===== src/rtl/mopshub_seq_pkg.sv =====
// rtl/mopshub_seq_pkg.sv - shared types and state encodings for the MOPSHUB test sequencer
package mopshub_seq_pkg;

  // state_dbg encodings, exported so software and benches can decode the state
  localparam logic [2:0] DBG_IDLE        = 3'd0;
  localparam logic [2:0] DBG_WAIT_SIGNON = 3'd1;
  localparam logic [2:0] DBG_RUN_RX      = 3'd2;
  localparam logic [2:0] DBG_GAP         = 3'd3;
  localparam logic [2:0] DBG_RUN_TX      = 3'd4;
  localparam logic [2:0] DBG_RUN_ADV     = 3'd5;
  localparam logic [2:0] DBG_NEXT_BUS    = 3'd6;
  localparam logic [2:0] DBG_DONE        = 3'd7;

  typedef enum logic [2:0] {
    S_IDLE        = DBG_IDLE,
    S_WAIT_SIGNON = DBG_WAIT_SIGNON,
    S_RUN_RX      = DBG_RUN_RX,
    S_GAP         = DBG_GAP,
    S_RUN_TX      = DBG_RUN_TX,
    S_RUN_ADV     = DBG_RUN_ADV,
    S_NEXT_BUS    = DBG_NEXT_BUS,
    S_DONE        = DBG_DONE
  } state_t;

  typedef enum logic [1:0] {
    M_RX_ONLY  = 2'd0,
    M_TX_ONLY  = 2'd1,
    M_RX_TX    = 2'd2,
    M_ADVANCED = 2'd3
  } mode_t;

  // First test phase a bus goes through for a given mode
  function automatic state_t first_phase(input mode_t m);
    case (m)
      M_TX_ONLY:  return S_RUN_TX;
      M_ADVANCED: return S_RUN_ADV;
      default:    return S_RUN_RX;
    endcase
  endfunction

endpackage


===== src/rtl/mopshub_next_bus.sv =====
// rtl/mopshub_next_bus.sv - finds the next / first enabled bus index within a limit
module mopshub_next_bus #(
  parameter int N = 32,
  parameter int W = $clog2(N)
) (
  input  logic [N-1:0] i_mask,
  input  logic [W-1:0] i_cur,
  input  logic [W-1:0] i_limit,
  input  logic         i_wrap,
  output logic [W-1:0] o_next,
  output logic         o_found,
  output logic [W-1:0] o_first
);

  logic [W-1:0] w_up_idx;
  logic         w_up_found;
  logic         w_first_found;

  // Scan from the top down so the lowest qualifying index is the one left standing
  always_comb begin
    w_up_idx      = '0;
    w_up_found    = 1'b0;
    w_first_found = 1'b0;
    o_first       = '0;
    for (int i = N - 1; i >= 0; i--) begin
      if (i_mask[i] && (W'(i) <= i_limit)) begin
        o_first       = W'(i);
        w_first_found = 1'b1;
        if (W'(i) > i_cur) begin
          w_up_idx   = W'(i);
          w_up_found = 1'b1;
        end
      end
    end
  end

  // With wrap enabled, running off the end falls back to the first enabled bus
  assign o_found = w_up_found | (i_wrap & w_first_found);
  assign o_next  = w_up_found ? w_up_idx : o_first;

endmodule


===== src/rtl/mopshub_test_sequencer.sv =====
// rtl/mopshub_test_sequencer.sv - per-bus RX/TX/advanced test sequencer with timeout supervision
module mopshub_test_sequencer
  import mopshub_seq_pkg::*;
#(
  parameter int N_BUSES = 32,
  parameter int BUS_W   = $clog2(N_BUSES),
  parameter int GAP_CYC = 120,
  parameter int TIMEOUT = 65535,
  parameter int CNT_W   = 16
) (
  input  logic               i_clk,
  input  logic               i_rst_n,
  input  logic               i_start,
  input  logic               i_abort,
  input  logic [1:0]         i_mode,
  input  logic               i_loop_en,
  input  logic               i_trim_en,
  input  logic [BUS_W-1:0]   i_n_buses,
  input  logic [N_BUSES-1:0] i_bus_mask,
  input  logic               i_end_power_init,
  input  logic               i_sign_on_sig,
  input  logic               i_test_rx_end,
  input  logic               i_test_tx_end,
  input  logic               i_test_advanced_end,
  output logic               o_osc_auto_trim,
  output logic               o_test_rx,
  output logic               o_test_tx,
  output logic               o_test_advanced,
  output logic               o_endwait_all,
  output logic [BUS_W-1:0]   o_bus_sel,
  output logic               o_busy,
  output logic               o_done,
  output logic               o_timeout_err,
  output logic [CNT_W-1:0]   o_pass_cnt,
  output logic [CNT_W-1:0]   o_fail_cnt,
  output logic [2:0]         o_state_dbg
);

  localparam int TMR_W = $clog2(TIMEOUT + 1);
  localparam logic [BUS_W-1:0] MAX_IDX = BUS_W'(N_BUSES - 1);

  state_t               r_state;
  mode_t                r_mode;
  logic                 r_loop_en;
  logic [BUS_W-1:0]     r_limit;
  logic [N_BUSES-1:0]   r_mask;
  logic [BUS_W-1:0]     r_bus_sel;
  logic [TMR_W-1:0]     r_timer;
  logic [CNT_W-1:0]     r_pass_cnt;
  logic [CNT_W-1:0]     r_fail_cnt;
  logic                 r_osc_auto_trim;
  logic                 r_test_rx;
  logic                 r_test_tx;
  logic                 r_test_adv;
  logic                 r_endwait_all;
  logic                 r_done;
  logic                 r_timeout_err;

  logic [BUS_W-1:0]     w_limit_in;
  logic                 w_idle;
  logic [N_BUSES-1:0]   w_nb_mask;
  logic [BUS_W-1:0]     w_nb_limit;
  logic [BUS_W-1:0]     w_nb_next;
  logic [BUS_W-1:0]     w_nb_first;
  logic                 w_nb_found;
  state_t               w_first_state;
  logic                 w_tmo;
  logic [CNT_W-1:0]     w_pass_inc;
  logic [CNT_W-1:0]     w_fail_inc;

  assign w_limit_in    = (i_n_buses > MAX_IDX) ? MAX_IDX : i_n_buses;
  assign w_idle        = (r_state == S_IDLE);
  assign w_first_state = first_phase(r_mode);
  assign w_tmo         = (r_timer == TMR_W'(TIMEOUT - 1));
  assign w_pass_inc    = (r_pass_cnt == {CNT_W{1'b1}}) ? r_pass_cnt : r_pass_cnt + 1'b1;
  assign w_fail_inc    = (r_fail_cnt == {CNT_W{1'b1}}) ? r_fail_cnt : r_fail_cnt + 1'b1;

  // In IDLE the finder looks at the live inputs so start can pick the first bus;
  // wrap is forced there so found means "any bus enabled"
  assign w_nb_mask  = w_idle ? i_bus_mask : r_mask;
  assign w_nb_limit = w_idle ? w_limit_in : r_limit;

  mopshub_next_bus #(
    .N (N_BUSES),
    .W (BUS_W)
  ) u_next_bus (
    .i_mask  (w_nb_mask),
    .i_cur   (r_bus_sel),
    .i_limit (w_nb_limit),
    .i_wrap  (w_idle | r_loop_en),
    .o_next  (w_nb_next),
    .o_found (w_nb_found),
    .o_first (w_nb_first)
  );

  // Main sequencer FSM with registered strobes, pulses and counters
  always_ff @(posedge i_clk or negedge i_rst_n) begin
    if (!i_rst_n) begin
      r_state         <= S_IDLE;
      r_mode          <= M_RX_ONLY;
      r_loop_en       <= 1'b0;
      r_limit         <= '0;
      r_mask          <= '0;
      r_bus_sel       <= '0;
      r_timer         <= '0;
      r_pass_cnt      <= '0;
      r_fail_cnt      <= '0;
      r_osc_auto_trim <= 1'b0;
      r_test_rx       <= 1'b0;
      r_test_tx       <= 1'b0;
      r_test_adv      <= 1'b0;
      r_endwait_all   <= 1'b0;
      r_done          <= 1'b0;
      r_timeout_err   <= 1'b0;
    end else begin
      r_endwait_all <= 1'b0;
      r_done        <= 1'b0;
      r_timeout_err <= 1'b0;
      r_timer       <= r_timer + 1'b1;
      if (i_abort && !w_idle) begin
        r_state         <= S_IDLE;
        r_test_rx       <= 1'b0;
        r_test_tx       <= 1'b0;
        r_test_adv      <= 1'b0;
        r_osc_auto_trim <= 1'b0;
      end else begin
        case (r_state)
          S_IDLE: begin
            if (i_start) begin
              r_mode          <= mode_t'(i_mode);
              r_loop_en       <= i_loop_en;
              r_limit         <= w_limit_in;
              r_mask          <= i_bus_mask;
              r_pass_cnt      <= '0;
              r_fail_cnt      <= '0;
              r_osc_auto_trim <= i_trim_en;
              r_bus_sel       <= w_nb_first;
              r_timer         <= '0;
              r_state         <= w_nb_found ? S_WAIT_SIGNON : S_DONE;
            end
          end
          S_WAIT_SIGNON: begin
            if (i_sign_on_sig) begin
              r_state    <= w_first_state;
              r_test_rx  <= (w_first_state == S_RUN_RX);
              r_test_tx  <= (w_first_state == S_RUN_TX);
              r_test_adv <= (w_first_state == S_RUN_ADV);
              r_timer    <= '0;
            end else if (w_tmo) begin
              r_timeout_err <= 1'b1;
              r_fail_cnt    <= w_fail_inc;
              r_state       <= S_DONE;
            end
          end
          S_RUN_RX: begin
            if (i_test_rx_end) begin
              r_test_rx     <= 1'b0;
              r_endwait_all <= 1'b1;
              r_timer       <= '0;
              if (r_mode == M_RX_TX) begin
                r_state <= S_GAP;
              end else begin
                r_pass_cnt <= w_pass_inc;
                r_state    <= S_NEXT_BUS;
              end
            end else if (w_tmo) begin
              r_test_rx     <= 1'b0;
              r_timeout_err <= 1'b1;
              r_fail_cnt    <= w_fail_inc;
              r_state       <= S_NEXT_BUS;
            end
          end
          S_GAP: begin
            if (r_timer == TMR_W'(GAP_CYC - 1)) begin
              r_test_tx <= 1'b1;
              r_timer   <= '0;
              r_state   <= S_RUN_TX;
            end
          end
          S_RUN_TX: begin
            if (i_test_tx_end) begin
              r_test_tx  <= 1'b0;
              r_pass_cnt <= w_pass_inc;
              r_state    <= S_NEXT_BUS;
            end else if (w_tmo) begin
              r_test_tx     <= 1'b0;
              r_timeout_err <= 1'b1;
              r_fail_cnt    <= w_fail_inc;
              r_state       <= S_NEXT_BUS;
            end
          end
          S_RUN_ADV: begin
            if (i_test_advanced_end) begin
              r_test_adv <= 1'b0;
              r_pass_cnt <= w_pass_inc;
              r_state    <= S_NEXT_BUS;
            end else if (w_tmo) begin
              r_test_adv    <= 1'b0;
              r_timeout_err <= 1'b1;
              r_fail_cnt    <= w_fail_inc;
              r_state       <= S_NEXT_BUS;
            end
          end
          S_NEXT_BUS: begin
            if (w_nb_found) begin
              r_bus_sel  <= w_nb_next;
              r_state    <= w_first_state;
              r_test_rx  <= (w_first_state == S_RUN_RX);
              r_test_tx  <= (w_first_state == S_RUN_TX);
              r_test_adv <= (w_first_state == S_RUN_ADV);
              r_timer    <= '0;
            end else begin
              r_state <= S_DONE;
            end
          end
          S_DONE: begin
            r_done  <= 1'b1;
            r_state <= S_IDLE;
          end
        endcase
      end
      // Power-init completion ends the trim request regardless of state
      if (i_end_power_init) begin
        r_osc_auto_trim <= 1'b0;
      end
    end
  end

  assign o_osc_auto_trim = r_osc_auto_trim;
  assign o_test_rx       = r_test_rx;
  assign o_test_tx       = r_test_tx;
  assign o_test_advanced = r_test_adv;
  assign o_endwait_all   = r_endwait_all;
  assign o_bus_sel       = r_bus_sel;
  assign o_busy          = !w_idle;
  assign o_done          = r_done;
  assign o_timeout_err   = r_timeout_err;
  assign o_pass_cnt      = r_pass_cnt;
  assign o_fail_cnt      = r_fail_cnt;
  assign o_state_dbg     = r_state;

endmodule


===== config.mk =====
export PLATFORM = sky130hd
export DESIGN_NAME = mopshub_test_sequencer
export DESIGN_NICKNAME = d
export VERILOG_FILES = /design/src/rtl/mopshub_seq_pkg.sv /design/src/rtl/mopshub_next_bus.sv /design/src/rtl/mopshub_test_sequencer.sv
export SDC_FILE = /design/constraint.sdc
export NUM_CORES = 1
export LEC_CHECK = 0
export BUFFER_PORTS_ARGS = -buffer_cell sky130_fd_sc_hd__clkbuf_2
export CAP_MARGIN = 20
export CORE_ASPECT_RATIO = 0.9
export CORE_UTILIZATION = 48
export CTS_CLUSTER_SIZE = 28
export DETAILED_ROUTE_END_ITERATION = 7
export GPL_TIMING_DRIVEN = 0
export PLACE_DENSITY = 0.73
export SYNTH_ARGS = -nofsm -noshare
export SYNTH_HDL_FRONTEND = slang
export SYNTH_SLANG_ARGS = --single-unit

===== constraint.sdc =====
create_clock -name i_clk -period 8.94 [get_ports i_clk]
set_clock_uncertainty 0.15 [all_clocks]
set_input_delay 1.788 -clock i_clk [delete_from_list [all_inputs] [get_ports i_clk]]
set_output_delay 1.788 -clock i_clk [all_outputs]
set_load 0.01 [all_outputs]

; ---- Word level (Yosys, flattened, before mapping)
; Cells that the tools add are included.
[totals]
regBits = 103
wordCells = 442
[classes]
add_sub_neg = 3
magnitude_cmp = 65
n_eq_ne = 35
muxes = 267
bitwise_logic = 4
n_reduce_logical = 52
[op_table]
columns = cell, n
row1 = 5-bit 2-to-1 mux, 101
row2 = 16-bit 2-to-1 mux, 18
row3 = 16-bit case mux with 5 select lines, 2
row4 = 1-bit 2-to-1 mux, 125
row5 = 5-bit > comparator (first input constant), 16
row6 = 5-bit <= comparator (first input constant), 16
row7 = 16-bit case mux with 4 select lines, 1
row8 = 16-bit by 1-bit adder with 16-bit output (second input constant), 3
row9 = 16-bit equality test (second input constant), 3
row10 = 4-bit by 5-bit > comparator with 1-bit output (first input constant), 8
row11 = 4-bit by 5-bit <= comparator with 1-bit output (first input constant), 8
row12 = 3-bit 2-to-1 mux, 12
row13 = 1-bit logical AND, 33
row14 = 32-bit 2-to-1 mux, 1
row15 = 3-bit case mux with 8 select lines, 1
row16 = 3-bit by 5-bit > comparator with 1-bit output (first input constant), 4
row17 = 3-bit by 5-bit <= comparator with 1-bit output (first input constant), 4
row18 = 2-bit != test (second input constant), 10
row19 = 3-bit equality test (second input constant), 6
row20 = 16-bit by 7-bit equality test with 1-bit output (second input constant), 1
row21 = 4-bit != test (second input constant), 4
row22 = 7-bit AND reduction, 2
row23 = 4-bit AND reduction, 3
row24 = 4-bit nonzero test, 3
row25 = other kinds (26), 41

; ---- Logic depth before layout (Yosys ltp)
[depth]
depth_word = 73
depth_mapped = 14
depth_no_buf = 10

; ---- Modules after synthesis
; From an unflattened synthesis, not the netlist that was laid out.
[hier_totals]
cells_unflattened = 1027
area_unflattened_um2 = 7687.4
[by_module_without_submodules]
columns = module, n_inst, cells_per_inst, area_per_inst_um2, seq_area_each_um2
row1 = mopshub_test_sequencer, 1, 721, 5700.5, 2577.5
row2 = mopshub_next_bus, 1, 306, 1986.9, 0.0

; ---- Least setup slack after synthesis
; Ideal clock, no wire load.
[synth_timing]
kind = input port to flip-flop
from = in i_n_buses[1]
to = reg r_test_rx, in the netlist o_test_rx
setup_ns = 0.126
arrival_ns = 4.391
slack_ns = 4.273
stages = 9
path_buffers = 0
path_cell_list = or3_1 -> o311ai_1 -> a2111oi_0 -> a211o_1 -> nand2b_1 -> or4b_4 -> o31ai_4 -> nor2_1 -> a221o_1
[synth_via]
elab_chain_cells = 71
word_cells_on_any_way = 166
cone_classes = order compare: 33 / eq/ne: 1 / mux: 97 / bitwise: 2 / reduce/logical: 33
[synth_rtl]
columns = element, line
row1 = "start, declared", mopshub_test_sequencer.sv:18  ; input logic [BUS_W-1:0] i_n_buses,
row2 = 5-bit > comparator, mopshub_test_sequencer.sv:71  ; assign w_limit_in = (i_n_buses > MAX_IDX) ? MAX_IDX : i_n_buses;
row3 = 5-bit 2-to-1 mux (*), mopshub_test_sequencer.sv:71
row4 = 5-bit 2-to-1 mux (*), mopshub_test_sequencer.sv:81  ; assign w_nb_limit = w_idle ? w_limit_in : r_limit;
row5 = 5-bit <= comparator, mopshub_next_bus.sv:26  ; if (i_mask[i] && (W'(i) <= i_limit)) begin
row6 = 1-bit logical AND, mopshub_next_bus.sv:26
row7 = 1-bit 2-to-1 mux, mopshub_next_bus.sv:26
row8 = 1-bit 2-to-1 mux, mopshub_next_bus.sv:29  ; if (W'(i) > i_cur) begin
row9 = 1-bit 2-to-1 mux, mopshub_next_bus.sv:26
row10 = [55 not listed], -
row11 = 1-bit 2-to-1 mux, mopshub_next_bus.sv:26
row12 = 1-bit 2-to-1 mux, mopshub_next_bus.sv:29
row13 = 1-bit 2-to-1 mux, mopshub_next_bus.sv:26
row14 = 1-bit 2-to-1 mux, mopshub_next_bus.sv:29
row15 = 1-bit 2-to-1 mux, mopshub_next_bus.sv:26
row16 = 1-bit OR (*), mopshub_next_bus.sv:38  ; assign o_found = w_up_found | (i_wrap & w_first_found);
row17 = 3-bit != test (no source line) (*), -
row18 = 4-bit AND reduction (no source line) (*), -
row19 = "end signal, assigned", mopshub_test_sequencer.sv:145  ; r_test_rx <= (w_first_state == S_RUN_RX);
row20 = "end signal, assigned", mopshub_test_sequencer.sv:208  ; r_test_rx <= (w_first_state == S_RUN_RX);
row21 = "end, declared", mopshub_test_sequencer.sv:52  ; logic r_test_rx;
; Every way passes the cells marked *; elsewhere a longest branch is shown, timed or not.
; A chain may end at the register's enable or synchronous reset.

; ---- Worst setup path in the final report
[layout_timing]
from = in i_n_buses[4]
to = reg r_timer[1]
[layout_via]
elab_chain_cells = 72
word_cells_on_any_way = 167
cone_classes = order compare: 33 / mux: 100 / bitwise: 2 / reduce/logical: 32
[layout_rtl]
columns = element, line
row1 = 5-bit > comparator, mopshub_test_sequencer.sv:71
row2 = 5-bit 2-to-1 mux (*), mopshub_test_sequencer.sv:71
row3 = 5-bit 2-to-1 mux (*), mopshub_test_sequencer.sv:81
row4 = 5-bit <= comparator, mopshub_next_bus.sv:26
row5 = 1-bit logical AND, mopshub_next_bus.sv:26
row6 = 1-bit 2-to-1 mux, mopshub_next_bus.sv:26
row7 = 1-bit 2-to-1 mux, mopshub_next_bus.sv:29
row8 = 1-bit 2-to-1 mux, mopshub_next_bus.sv:26
row9 = [56 not listed], -
row10 = 1-bit 2-to-1 mux, mopshub_next_bus.sv:29
row11 = 1-bit 2-to-1 mux, mopshub_next_bus.sv:26
row12 = 1-bit 2-to-1 mux, mopshub_next_bus.sv:29
row13 = 1-bit 2-to-1 mux, mopshub_next_bus.sv:26
row14 = 1-bit OR (*), mopshub_next_bus.sv:38
row15 = 16-bit 2-to-1 mux (*), mopshub_test_sequencer.sv:205  ; if (w_nb_found) begin
row16 = 16-bit case mux with 5 select lines (*), mopshub_test_sequencer.sv:127  ; case (r_state)
row17 = 16-bit 2-to-1 mux (*), mopshub_test_sequencer.sv:120  ; if (i_abort && !w_idle) begin
row18 = "end signal, assigned", mopshub_test_sequencer.sv:119  ; r_timer <= r_timer + 1'b1;
row19 = "end, declared", mopshub_test_sequencer.sv:48  ; logic [TMR_W-1:0] r_timer;
; Marks and branches as above.

==> impl_metrics.json <==
{
  "yosys_warnings": 0,
  "netlist_top_cells_area": "dfrtp_1 33%, nand2_1 9.1%, nor2_1 4.2%",
  "synth-compound-area-share": 0.245,
  "crit_path_start_kind": "primary input",
  "final_util": 0.563,
  "rows": 43,
  "reg2reg_from": "r_limit[1]",
  "status": "complete, no violations",
  "fin_nets": 1150,
  "ys_types": 86,
  "cts_setup_buffers": 0,
  "dieArea_um2": 16600,
  "grt_pass1_vias": 7517,
  "max_stage_delay_ps": 530,
  "tns_ps": 0,
  "cts_sinks": 103,
  "final_cell_area_um2": 8760,
  "r2r_slack_ps": 4490,
  "grt_usage": 0.327,
  "synthXorXnorAreaFrac": 0.0443,
  "drt_first_pass_iters": 7,
  "netlist.area_leader.share": 0.334,
  "muxShareOfSynthArea": 0.0268,
  "path_clk_slew_ps": 80,
  "place.gp.congestion": 1.01,
  "finalCritPeriodShare": 0.610,
  "syn_avg_cell_area_um2": 7.79,
  "drive_above_1_share": 0.147,
  "port-buffer-count": 96,
  "p_sw_mw": 1.56,
  "final.min_clock_period_ps": 5450,
  "synth_adder_area_share": 0.00649,
  "synth_flop_cell": "dfrtp_1",
  "dpl_worst_slack_ps": 3310,
  "synth-simple-area-share": 0.298,
  "cts_made_buffers": 9,
  "wl_per_cell_um": 20.3,
  "place_hpwl_um": 19900,
  "dpl-instance-area_um2": 8450,
  "reg2reg_depth": 11,
  "worstMarginPinSlew_ps": 1080,
  "ios": 98,
  "via_per_inst": 6.44,
  "synth_top_family_by_area": "simple AND/OR/NAND/NOR gates",
  "antenna_found_initial": 1,
  "dieWidth_um": 136,
  "hold_viol": 0,
  "cts_hold_buf": 0,
  "cts_tree": "yes",
  "initial_core_util": 0.496,
  "nFillCells": 1494,
  "worstHoldPathType": "reg -> reg",
  "netlist_area_um2": 7710,
  "core-area_um2": 15500,
  "synth_cells": 989,
  "synthArstFlopShare": 1.00,
  "fmax_mhz": 183,
  "p_leak_nw": 3.99,
  "critical_path_buf_inv_count": 4,
  "dieHeight_um": 122,
  "crit_end": "r_timer[1]",
  "ant_nets": 0,
  "root_buffer": "clkbuf_16",
  "reg2reg_to": "r_timer[1]",
  "power_density_nw_per_um2": 343,
  "h-tree-depth": 3,
  "synth_top_area_cell": "dfrtp_1",
  "synth-edff-count": 0,
  "switching_share": 0.519,
  "crit_path_cell_trace": "clkbuf_1 > clkbuf_1 > buf_1 > nand2_1 > nor3_1 > o22ai_1 > and4bb_2 > nand4_1 > or4b_4 > o31ai_4 > nor3_2 > buf_6 > nor2_1",
  "grt_pass1_wl_um": 41200,
  "synthToLayoutAreaGrowth_pct": 13.6,
  "vdd_ir_drop_max_mv": 0.167,
  "cts_resized": 0,
  "cp_num_cells": 13,
  "multi_input_area_um2": 4780,
  "rsz0062_at_grt": "false",
  "worstPathRequired_ps": 9060,
  "p_total_mw": 3.00,
  "drt_iter0_drc": 934,
  "p_comb_frac": 0.631,
  "setup_viol": 0,
  "finalWorstSetupSlack_ps": 3490,
  "insertion_delay_ps": 380,
  "power_frac_clock": 0.138,
  "slew_headroom": 0.270,
  "arrival_ps": 5570,
  "end_kind": "flop",
  "cap_violations": 0,
  "ys_ff_latch": 103,
  "critPathMaxFanout": 10,
  "totalWireLength_um": 26400,
  "grt_max_degree": 104,
  "p_int_mw": 1.44,
  "antenna_cells": 0,
  "cp_top_family": "simple AND/OR/NAND/NOR gates",
  "clk_path_buf_depth": 2,
  "seqCellArea_um2": 2580,
  "seqPwrFrac": 0.231,
  "path_common_cell": "clkbuf_1",
  "drt_drc_violations_left": 0,
  "worstSetupPathType": "in -> reg",
  "overflow": 0,
  "vias": 8385,
  "crit_start": "i_n_buses[4]",
  "critPathSlowestCell": "nor3_2",
  "synth_nets": 1043,
  "yosysSeqAreaShare": 0.334,
  "slew_violations": 0
}
## layer usage
metal  up-vias  routed length, um  global-route usage
met2       523              11700               0.504
met3        96               2570              0.0673
met1      3926              11000               0.444
met4         0               1120               0.142
met5         -                  0                   0
li1       3840                  -                   -
## how the worst min path moves through the flow
| stage | startpoint | slack (ps) | to | depth (start not counted) |
|---|---|---|---|---|
| after floorplan | r_mask[25] | 290 | r_mask[25] | 2 |
| final | r_mask[9] | 330 | r_mask[9] | 2 |
| after CTS | r_mask[9] | 330 | r_mask[9] | 2 |
| after global placement | r_mask[11] | 310 | r_mask[11] | 2 |
| after global routing | r_mask[9] | 340 | r_mask[9] | 2 |
| after detailed placement | r_mask[9] | 310 | r_mask[9] | 2 |
## cell usage in the layout (no fill, tap or decap), drive strengths merged, types with 11 or more instances in the layout
cell    netlist  final
clkbuf       45    150
a31oi        14     14
a21oi        32     32
o21a         11     11
xnor2        15     15
a21o         11     11
mux2i        15     15
inv          23     26
dfrtp       103    103
nand4        32     32
nand2       187    187
and2         18     18
buf          18     18
and3         12     12
nor3         26     26
o31ai        12     12
nor2         95     95
o21ai        61     61
xor2         24     24
o211ai       15     15
nand3        44     44
## worst register-to-register path, cell delays in order (launching register included)
cell and delay [ps]:
dfrtp_1 410, buf_2 200, and2_1 250, o311ai_0 910
nand2_1 240, or3b_1 460, nor3_1 510, a41oi_2 290
o31ai_4 470, nor3_2 190, buf_6 210, nor2_1 90
## state kept, by name, summed over array words and instances (netlist names), 2 cells and up
signal,count
r_mask,32
o_fail_cnt,16
o_pass_cnt,16
r_timer,16
o_bus_sel,5
r_limit,5
o_state_dbg,3
r_mode,2
## power groups by stage
stage          Sequential, mW  Clock (mW)  Combinational, mW
3_3_place_gp            0.695           0               1.82
4_1_cts                 0.692       0.423               1.84
5_1_grt                 0.709       0.441               2.04
2_1_floorplan           0.678           0               1.31
3_5_place_dp            0.697           0               1.83
6_report                0.695       0.414               1.89
## cells in the mapped netlist, types with 6 or more instances
cell	count
a211o_1	8
a211oi_1	10
a21o_1	11
a21oi_1	30
a22oi_1	7
a31oi_1	14
and2_1	17
and3_1	12
and4_1	9
buf_2	11
clkbuf_1	45
dfrtp_1	103
inv_1	22
mux2i_1	15
nand2_1	187
nand3_1	44
nand4_1	32
nor2_1	87
nor2_2	8
nor3_1	24
o211a_1	7
o211ai_1	14
o21a_1	11
o21ai_0	57
o22ai_1	8
o31ai_1	10
or2_2	6
or3_1	10
xnor2_1	15
xor2_1	24
## cell families after synthesis
| logic type | after synthesis |
|---|---|
| muxes | 20 |
| and+or+nand+nor | 475 |
| buffers and inverters | 86 |
| adders and majority gates | 4 |
| DFF | 103 |
| xor gates and xnor gates | 39 |
| AOI/OAI and AO/OA | 262 |
## stage by stage
stage          cells  hold slack [ps]
2_1_floorplan    989              287
4_1_cts         1303              329
6_report        1303              330
5_1_grt         1303              344
3_3_place_gp    1287              305
3_5_place_dp    1287              309
## layout make-up
| cell class | count | area share |
|---|---|---|
| timing repair buffer | 96 | 0.0558 |
| inverter | 23 | 0.00986 |
| sequential | 103 | 0.294 |
| clock buffer | 9 | 0.0257 |
| tap | 202 | 0.0289 |
| clock inverter | 7 | 0.00957 |
| buffer | 63 | 0.0299 |
| multi-input combinational | 800 | 0.546 |
(Power assumes the default switching activity.)
